--- src/rtl/pulse_stretch_pkg.sv ---
// Shared types for the pulse stretcher: FSM state encoding and its width.
package pulse_stretch_pkg;

   localparam int ST_W = 2;

   typedef enum logic [ST_W-1:0] {
      IDLE    = 2'd0,
      STRETCH = 2'd1,
      HOLDOFF = 2'd2
   } state_t;

endpackage

--- src/rtl/pulse_stretch_load_dcnt.sv ---
// Loadable down-counter shared by the stretch and hold-off phases.
// Load has priority over decrement; the count saturates at zero instead of wrapping.
module load_dcnt #(
   parameter int CNT_W = 8
) (
   input  logic             i_clk,
   input  logic             i_rst,
   input  logic             i_load,
   input  logic [CNT_W-1:0] i_val,
   input  logic             i_dec,
   output logic [CNT_W-1:0] o_cnt,
   output logic             o_zero
);

   logic [CNT_W-1:0] cnt_reg;

   always_ff @(posedge i_clk) begin
      if (i_rst) begin
         cnt_reg <= '0;
      end else if (i_load) begin
         cnt_reg <= i_val;
      end else if (i_dec && (cnt_reg != '0)) begin
         cnt_reg <= cnt_reg - 1'b1;
      end
   end

   assign o_cnt  = cnt_reg;
   assign o_zero = (cnt_reg == '0);

endmodule

--- src/rtl/pulse_stretch.sv ---
// Pulse stretcher: a one-cycle trigger becomes an output level eff_len cycles wide,
// followed by an optional GAP-cycle hold-off. Retriggering is enabled by PULSE_STRETCH_RETRIGGER_EN.
module pulse_stretch
   import pulse_stretch_pkg::*;
#(
   parameter int CNT_W = 8,
   parameter int GAP   = 2
) (
   input  logic             i_clk,
   input  logic             i_rst,
   input  logic             i_pulse,
   input  logic [CNT_W-1:0] i_len,
   output logic             o_out,
   output logic             o_busy,
   output logic             o_drop
);

   localparam bit               GAP_ON   = (GAP > 0);
   localparam logic [CNT_W-1:0] GAP_LOAD = GAP_ON ? CNT_W'(GAP - 1) : '0;

   state_t           state_reg;
   state_t           state_next;
   logic             load;
   logic [CNT_W-1:0] load_val;
   logic             dec_req;
   logic [CNT_W-1:0] cnt;
   logic             cnt_zero;
   logic             cnt_live;
   logic [CNT_W-1:0] eff_len_m1;
   logic             out_reg;
   logic             out_next;
   logic             busy_reg;
   logic             busy_next;
   logic             drop_reg;
   logic             drop_next;

   // A zero length still produces a one-cycle pulse, so the counter preload is len-1 floored at 0.
   assign eff_len_m1 = (i_len == '0) ? '0 : (i_len - 1'b1);
   assign cnt_live   = |cnt;

   load_dcnt #(
      .CNT_W (CNT_W)
   ) u_dcnt (
      .i_clk  (i_clk),
      .i_rst  (i_rst),
      .i_load (load),
      .i_val  (load_val),
      .i_dec  (dec_req & cnt_live),
      .o_cnt  (cnt),
      .o_zero (cnt_zero)
   );

   always_ff @(posedge i_clk) begin
      if (i_rst) begin
         state_reg <= IDLE;
      end else begin
         state_reg <= state_next;
      end
   end

   always_comb begin
      state_next = state_reg;
      load       = 1'b0;
      load_val   = '0;
      dec_req    = 1'b0;
      unique case (state_reg)
         IDLE: begin
            if (i_pulse) begin
               load       = 1'b1;
               load_val   = eff_len_m1;
               state_next = STRETCH;
            end
         end
         STRETCH: begin
`ifdef PULSE_STRETCH_RETRIGGER_EN
            if (i_pulse) begin
               load     = 1'b1;
               load_val = eff_len_m1;
            end else if (!cnt_zero) begin
               dec_req = 1'b1;
            end else if (GAP_ON) begin
               load       = 1'b1;
               load_val   = GAP_LOAD;
               state_next = HOLDOFF;
            end else begin
               state_next = IDLE;
            end
`else
            if (!cnt_zero) begin
               dec_req = 1'b1;
            end else if (GAP_ON) begin
               load       = 1'b1;
               load_val   = GAP_LOAD;
               state_next = HOLDOFF;
            end else if (i_pulse) begin
               // Without hold-off, a trigger on the last cycle chains straight into a new stretch.
               load     = 1'b1;
               load_val = eff_len_m1;
            end else begin
               state_next = IDLE;
            end
`endif
         end
         HOLDOFF: begin
            if (cnt_zero) begin
               state_next = IDLE;
            end else begin
               dec_req = 1'b1;
            end
         end
         default: begin
            state_next = IDLE;
         end
      endcase
   end

   // A trigger is accepted exactly when it loads the counter for a stretch.
   always_comb begin
      out_next  = (state_next == STRETCH);
      busy_next = (state_next != IDLE);
      drop_next = i_pulse && !(load && (state_next == STRETCH));
   end

   always_ff @(posedge i_clk) begin
      if (i_rst) begin
         out_reg  <= 1'b0;
         busy_reg <= 1'b0;
         drop_reg <= 1'b0;
      end else begin
         out_reg  <= out_next;
         busy_reg <= busy_next;
         drop_reg <= drop_next;
      end
   end

   assign o_out  = out_reg;
   assign o_busy = busy_reg;
   assign o_drop = drop_reg;

endmodule

--- config.mk ---
export PLATFORM = sky130hd
export DESIGN_NAME = pulse_stretch
export DESIGN_NICKNAME = d
export VERILOG_FILES = /design/src/rtl/pulse_stretch_pkg.sv /design/src/rtl/pulse_stretch_load_dcnt.sv /design/src/rtl/pulse_stretch.sv
export SDC_FILE = /design/constraint.sdc
export NUM_CORES = 1
export LEC_CHECK = 0
export ABC_CLOCK_PERIOD_IN_PS = 5100
export CAP_MARGIN = 20
export CORE_MARGIN = 1
export CORE_UTILIZATION = 35
export CTS_BUF_LIST = sky130_fd_sc_hd__clkbuf_16
export DETAILED_ROUTE_END_ITERATION = 10
export GPL_TIMING_DRIVEN = 0
export SLEW_MARGIN = 10
export SYNTH_ARGS = -nofsm -noshare
export SYNTH_HDL_FRONTEND = slang
export SYNTH_SLANG_ARGS = --single-unit
--- constraint.sdc ---
create_clock -name i_clk -period 5.1 [get_ports i_clk]
set_clock_uncertainty 0.2 [all_clocks]
set_input_delay 0.765 -clock i_clk [delete_from_list [all_inputs] [get_ports i_clk]]
set_output_delay 0.765 -clock i_clk [all_outputs]
set_load 0.005 [all_outputs]
==> out/results.ini <==
[global_routing]
grt_max_degree=11
antenna_found_initial=0
gr-total-overflow=0
grt_pass1_vias=974
grtUsageMet3_pct=3.00
grt_usage_pct=17.3
use_met2_pct=29.8
met1_usage_pct=21.6
top_usage_layer=met2
grt_pass1_wl_um=4280

[worst_setup_path]
end_kind=flip-flop
r2r_setup_slack_ps=2720
critical_path.max_fanout=5
crit_family=simple AND/OR/NAND/NOR gates
worstSetupPathType=in2reg
startpoint=i_len[0]
slowest_stage=nor4_1
worstPathArrival_ps=2560
startpoint_type=input port
cp.required_ps=5010
cp_cell_sequence=clkdlybuf4s50_1 -> nor4_1 -> a21boi_0 -> o21bai_1 -> a21oi_1 -> o32ai_1
cp_num_buf_inv=1
reg2reg_from=state_reg[1]
slowest_delay_ps=650

[power_and_ir_drop]
leakage_nw=0.494
finalPower_mw=0.743
ir_drop_uv=308
powerDensity_mw_per_mm2=586

[synth]
ys_ff_latch=13
yosys.area_share.simple_pct=26.9
synth_top_family_by_area=compound AO/OA/AOI/OAI gates
synth_xor_area_share_pct=0.850
synth-main-ff-cell=dfxtp_1
ys_types=46
ys_async_sr_fraction_pct=0
synth_area_leaders=dfxtp_1, ha_1, inv_1, nor2_1, a21oi_1
synthCells=124
ys.warnings.count=0
yosys-mux-area-fraction_pct=0
synth.top_cell.area_share_pct=25.2
synth_edf_count=0
syn_area_per_cell_um2=8.31
seq_area_frac_synth_pct=25.2
syn_nets=143
synth_compound_area_share_pct=32.2
synthesis.area_mm2=0.00103
synth_adder_area_share_pct=9.71
yosys.area.top_type=dfxtp_1

[finish]
largest_register_ffs=8
final_util_pct=45.6
final_nets=160
num_antenna_cells=0
area_delta_synth_final_pct=23.1
drive_above_1_share_pct=11.4
final_cells=171
fillers=285
final_area_mm2=0.00127

[sta]
rsz0062_at_grt=false
timing.final.hold_violations=0
tightest_slew_ps=678
period_needed_ps=2650
slew_violations=0
fin_crit_sh_pct=52.0
setup_ws_ps=2450
finalSetupTns_ps=0
timing.fmax_mhz=377
setup_viol=0
max_slew_margin_pct=54.4
holdWs_ps=330

[clock_network]
htree_levels=1
clk_pin_slew_ps=40
cts_hold_buffers=0
cts-resized-gates=0
cts_tree=built
clock_latency_ps=250
clock_sinks=13
clock_path_buffers=2
cts_inserted_buffers=3
postCtsSetupRepairBufs=0
cts-root-buf=clkbuf_16

[routing]
wirelength_um=2470
vias_per_cell=5.90
routedWlPerCell_um=14.4
ant_nets=0
dr.pass1.iters=4
vias=1009
drtIter0Drc=29
drcViolationCount=0

[die]
core_area_mm2=0.00278
die_h_um=56.3
die_w_um=56.3
io_pins=14
die-area_mm2=0.00317
num_rows=19
start_util_pct=37.1

[placement]
dp_cells=167
port_buffers=12
placed_area_mm2=0.00119
finalWeightedCongestion=0.812
post-dp-hpwl_um=1960
pre_cts_ws_ps=2240

[hold_path]
hp-class=reg2reg
worstHoldStart=u_dcnt.o_cnt[1]

[run_status]
status=complete, no violations

[job]
drv_cap=0

Yosys cell counts (2+ instances only):
| master | number |
|---|---|
| nand4_1 | 3 |
| a22oi_1 | 2 |
| nor4_1 | 5 |
| nand2b_1 | 4 |
| ha_1 | 8 |
| a211oi_1 | 3 |
| nor2_1 | 11 |
| inv_1 | 11 |
| o32ai_1 | 2 |
| nor3_1 | 5 |
| o21ai_0 | 6 |
| clkbuf_1 | 2 |
| a21oi_1 | 7 |
| nand3_1 | 3 |
| dfxtp_1 | 13 |
| nand2_1 | 9 |
layout by cell type (no fill, tap or decap), types with 2 or more instances in the layout:
master,instances
a211oi_1,3
a21oi_1,7
a22oi_1,2
clkbuf_1,2
clkbuf_16,3
clkdlybuf4s50_1,12
dfxtp_1,13
ha_1,8
inv_1,12
nand2_1,9
nand2b_1,4
nand3_1,3
nand4_1,3
nor2_1,11
nor3_1,5
nor4_1,5
o21ai_0,6
o32ai_1,2
power by group:
group / leakage [nW] / internal, mW / switching, mW
sequential: 0.107 / 0.141 / 0.0434
clock: 0.0423 / 0.104 / 0.0461
combinational: 0.344 / 0.179 / 0.230
kinds of logic after synthesis:
| group | Yosys count |
|---|---|
| DFF | 13 |
| adders and majority gates | 8 |
| AOI/OAI and AO/OA | 40 |
| and+or+nand+nor | 48 |
| xor gates and xnor gates | 1 |
| buffers and inverters | 14 |
area by class of cell:
type | count | area [um2] | share of cell area, %
multi-input combinational | 97 | 718 | 56.6
timing repair buffer | 12 | 120 | 9.47
clock buffer | 3 | 75.1 | 5.92
inverter | 11 | 41.3 | 3.25
sequential | 13 | 260 | 20.5
tap | 31 | 38.8 | 3.06
buffer | 3 | 11.3 | 0.888
clock inverter | 1 | 3.75 | 0.296
per-layer routing:
metal / wire [um] / vias up
li1: - / 506
met1: 1170 / 477
met2: 1170 / 21
met3: 85 / 5
met4: 43 / 0
met5: 0 / -
worst reg2reg max path: stages, from the launching register on:
cell	delay [ps]
dfxtp_1	400
inv_1	100
ha_1	280
buf_1	390
or4b_2	630
a22oi_1	170
o21ai_0	100
final timing paths:
| kind | endpoint | cells past startpoint |
|---|---|---|
| max reg2reg | u_dcnt.o_cnt[3] | 6 |
| min reg2reg | u_dcnt.o_cnt[1] | 2 |
| min | u_dcnt.o_cnt[1] | 2 |
| max | u_dcnt.o_cnt[5] | 6 |
Note: power is estimated with default switching activity, not from simulation.
